## src/rtl/down_counter_timer.sv

```systemverilog
// Loadable down-counter / interval timer with start/stop control, optional
// auto-reload and a one-cycle registered terminal-count pulse.
module down_counter_timer #(
  parameter int WIDTH = 4
) (
  input  logic             clk,
  input  logic             reset,
  input  logic             load,
  input  logic [WIDTH-1:0] load_val,
  input  logic             start,
  input  logic             stop,
  input  logic             auto_reload,
  output logic [WIDTH-1:0] q,
  output logic             busy,
  output logic             tc
);

  typedef enum logic [1:0] {
    IDLE = 2'b00,
    RUN  = 2'b01,
    DONE = 2'b10
  } state_t;

  state_t           state;
  logic [WIDTH-1:0] reload_reg;

  localparam logic [WIDTH-1:0] ZERO = '0;
  localparam logic [WIDTH-1:0] ONE  = {{(WIDTH-1){1'b0}}, 1'b1};

  // State updates on the falling edge; reset/load/stop/start follow a fixed
  // priority so simultaneous controls resolve deterministically.
  always_ff @(negedge clk) begin
    if (reset) begin
      state      <= IDLE;
      q          <= '0;
      reload_reg <= '0;
      tc         <= 1'b0;
    end else if (load) begin
      reload_reg <= load_val;
      q          <= load_val;
      state      <= IDLE;
      tc         <= 1'b0;
    end else begin
      tc <= 1'b0;
      case (state)
        IDLE: begin
          if (start) begin
            if (q != ZERO) begin
              state <= RUN;
            end else begin
              q     <= reload_reg;
              state <= (reload_reg != ZERO) ? RUN : IDLE;
            end
          end
        end
        RUN: begin
          if (stop) begin
            state <= IDLE;
          end else if (q != ZERO) begin
            q  <= q - ONE;
            tc <= (q == ONE);
            if (q == ONE && !auto_reload) state <= DONE;
          end else begin
            // Reached only in periodic mode: the zero cycle reloads.
            q <= reload_reg;
          end
        end
        DONE: begin
          if (start) begin
            q     <= reload_reg;
            state <= (reload_reg != ZERO) ? RUN : IDLE;
          end
        end
        default: state <= IDLE;
      endcase
    end
  end

  assign busy = (state == RUN);

endmodule

```

## config.mk

```make
export PLATFORM = sky130hd
export DESIGN_NAME = down_counter_timer
export DESIGN_NICKNAME = d
export VERILOG_FILES = /design/src/rtl/down_counter_timer.sv
export SDC_FILE = /design/constraint.sdc
export NUM_CORES = 1
export LEC_CHECK = 0
export ABC_AREA = 1
export CAP_MARGIN = 20
export CORE_MARGIN = 1
export CORE_UTILIZATION = 40
export DETAILED_ROUTE_END_ITERATION = 8
export PLACE_DENSITY = 0.71
export SYNTH_ARGS = -nofsm -noshare
export SYNTH_HDL_FRONTEND = slang
export SYNTH_SLANG_ARGS = --single-unit
```

## constraint.sdc

```tcl
create_clock -name clk -period 1.7 [get_ports clk]
set_clock_uncertainty 0.1 [all_clocks]
set_input_delay 0.17 -clock clk [delete_from_list [all_inputs] [get_ports clk]]
set_output_delay 0.17 -clock clk [all_outputs]
set_load 0.01 [all_outputs]
```

==> results.yml <==
critical_path:
  r2r-start: "q[3]$_SDFFE_NP0P_"
  r2r_slack_ns: 0.12
  crit_type: "reg -> out"
  cp_max_fo: 2
  cp-end-kind: "primary output"
  r2r_cells: 11
  crit_arrival_ns: 1.78
  worstPathRequired_ns: 1.43
  cp-start-kind: "flip-flop"
  r2r-end: "q[1]$_SDFFE_NP0P_"
sta:
  rsz0062_at_grt: "yes"
  final.setup.worst_slack_ns: -0.350
  slew_headroom_pct: 84.5
  finalSetupViolations: 6
  finalHoldViolCount: 0
  slew_violations: 0
  worstMarginPinSlew_ns: 0.232
route:
  drtPass1Iterations: 4
  drt_iter0_markers: 17
  wl_per_cell_um: 10.8
  vias_per_cell: 4.90
  drcViolationCount: 0
  drt_wl_total_mm: 1.76
  ant_nets: 0
  vias: 794
power:
  vdd_drop_max_v: 0.000453
  p_per_area_nw_per_um2: 829
  power.leakage_nw: 0.570
synthesis:
  yosys.area.top_type: "dfxtp_1"
  async_flop_share_pct: 0
  yosysSeqAreaShare_pct: 32.6
  syn_inst: 102
  synthTopCellsByCount: "nand2_1 (24), nor2_1 (15), inv_1 (14)"
  ys_top_cells_by_area: "dfxtp_1 (33%), nand2_1 (13%), nor2_1 (8.3%)"
  syn_area_um2: 676
  yosysWarnings: 0
  synth.distinct_cells: 18
  synth-main-ff-cell: "dfxtp_1"
  yosysTopAreaCellShare_pct: 32.6
  syn_area_per_cell_um2: 6.62
  synth_edf_count: 0
  synth-seq-cells: 11
  synth_most_common_cell: "nand2_1"
  synth.net_count: 114
final_layout:
  areaGrowthSynthToFinish_pct: 56.1
  final_area_um2: 1050
  layout.nets: 159
  fin_util_pct: 68.4
  diodes: 0
  drive_above_1_share_pct: 34.2
clocking:
  cts_inserted_buffers: 3
  cts.sinks: 11
  worst_skew_pair.late_latency_ns: 0.35
  cts-htree-levels: 1
  cts_tree: "built"
  clockRootBuffer: "clkbuf_4"
  cts_buffer_depth: 2
  clkTransAtPathRegs_ns: 0.03
place:
  gp_congestion: 0.865
  place_area_um2: 928
  post-dp-hpwl_mm: 1.20
  port_buffers: 15
min_path:
  min_from: "reload_reg[1]$_SDFFE_NP0P_"
  hp-class: "reg -> reg"
  min_to: "reload_reg[1]$_SDFFE_NP0P_"
  min_path_cells: 2
outcome:
  status: "finished with violations"
  violations: "setup timing"
die:
  die_width_um: 43.1
  die_h_um: 43.1
  die_area_um2: 1860
  io_pins: 16
  rows: 14
  core_area_um2: 1540
  initial_core_util_pct: 43.8
run:
  maxCapViolCount: 0
global_route:
  grt_overflow: 0
  grt_pass1_wl_mm: 2.92
  antenna_found_initial: 0
  grtUsageTotal_pct: 22.0
  grt_max_degree: 9
  first_global_vias: 750
[worst max-delay path by stage]
stage	from	endpoint	slack [ns]	cells after the start
after floorplan	stop	q[3]$_SDFFE_NP0P_	-0.11	7
after global placement	stop	q[3]$_SDFFE_NP0P_	-0.55	8
after detailed placement	stop	q[3]$_SDFFE_NP0P_	-0.56	8
after CTS	state[1]$_SDFFE_NP0P_	busy	-0.35	4
after global routing	state[1]$_SDFFE_NP0P_	busy	-0.38	4
final	state[1]$_SDFFE_NP0P_	busy	-0.35	4
[stage by stage]
step	total power, mW	std cells	setup TNS (ns)	hold slack [ns]	worst slack [ns]
after floorplan	0.499	102	-0.422	0.347	-0.113
after CTS	0.861	161	-1.24	0.389	-0.347
after global placement	0.602	144	-7.06	0.378	-0.554
final	0.874	162	-1.24	0.391	-0.350
after detailed placement	0.603	144	-7.09	0.380	-0.560
after global routing	0.960	162	-1.50	0.416	-0.385
[power by group]
| group | internal, mW | switching (mW) |
|---|---|---|
| Sequential | 0.282 | 0.0116 |
| Combinational | 0.140 | 0.161 |
| Clock | 0.119 | 0.161 |
| Total | 0.541 | 0.333 |
[critical path, stage by stage, from the launching register on]
cell,delay (ns)
dfxtp_2,0.31
inv_2,0.06
nand2_2,0.06
inv_2,0.07
buf_6,0.10
[metal layers]
layer  global-route usage [%]  vias up  routed length [um]
li1                         -      407                   -
met1                     23.3      346                 740
met2                     33.7       34                 807
met3                     10.6        7                 148
met4                     15.2        0                  59
met5                        0        -                   0
[area by class of cell]
| cell class | count | area (um^2) |
|---|---|---|
| clock buffers | 3 | 22.5 |
| clock inverters | 12 | 45.0 |
| fillers | 133 | 487 |
| inverters | 17 | 77.6 |
| multi-input cells | 73 | 408 |
| flip-flops and latches | 11 | 226 |
| well taps | 16 | 20.0 |
| repair buffers | 30 | 255 |
[placed cells by master (no fill, tap or decap), types with 5 or more instances in the layout]
master and count:
nor2_1 13, dfxtp_2 5, buf_6 5, clkdlybuf4s50_1 5, nand3_1 6, nand2_1 20
buf_4 15, dfxtp_1 6, o21ai_1 5, inv_1 24
[logic make-up (layout without fill, tap and decap cells)]
logic type / after synthesis / count (layout) / share of synthesized area, %
and+or+nand+nor: 55 / 55 / 39.1
buffers and inverters: 18 / 62 / 12.0
AOI/OAI and AO/OA: 16 / 16 / 12.6
DFF: 11 / 11 / 32.6
adders and majority gates: 2 / 2 / 3.70
[timing repair]
| item | CTS | global route |
|---|---|---|
| pin swaps | 6 | 5 |
| endpoints found under the setup margin | 17 | 12 |
| buffers inserted | 3 | 1 |
| hold buffers | 0 | 0 |
| gates resized for setup | 45 | 5 |
Note: power is estimated with default switching activity, not from simulation.
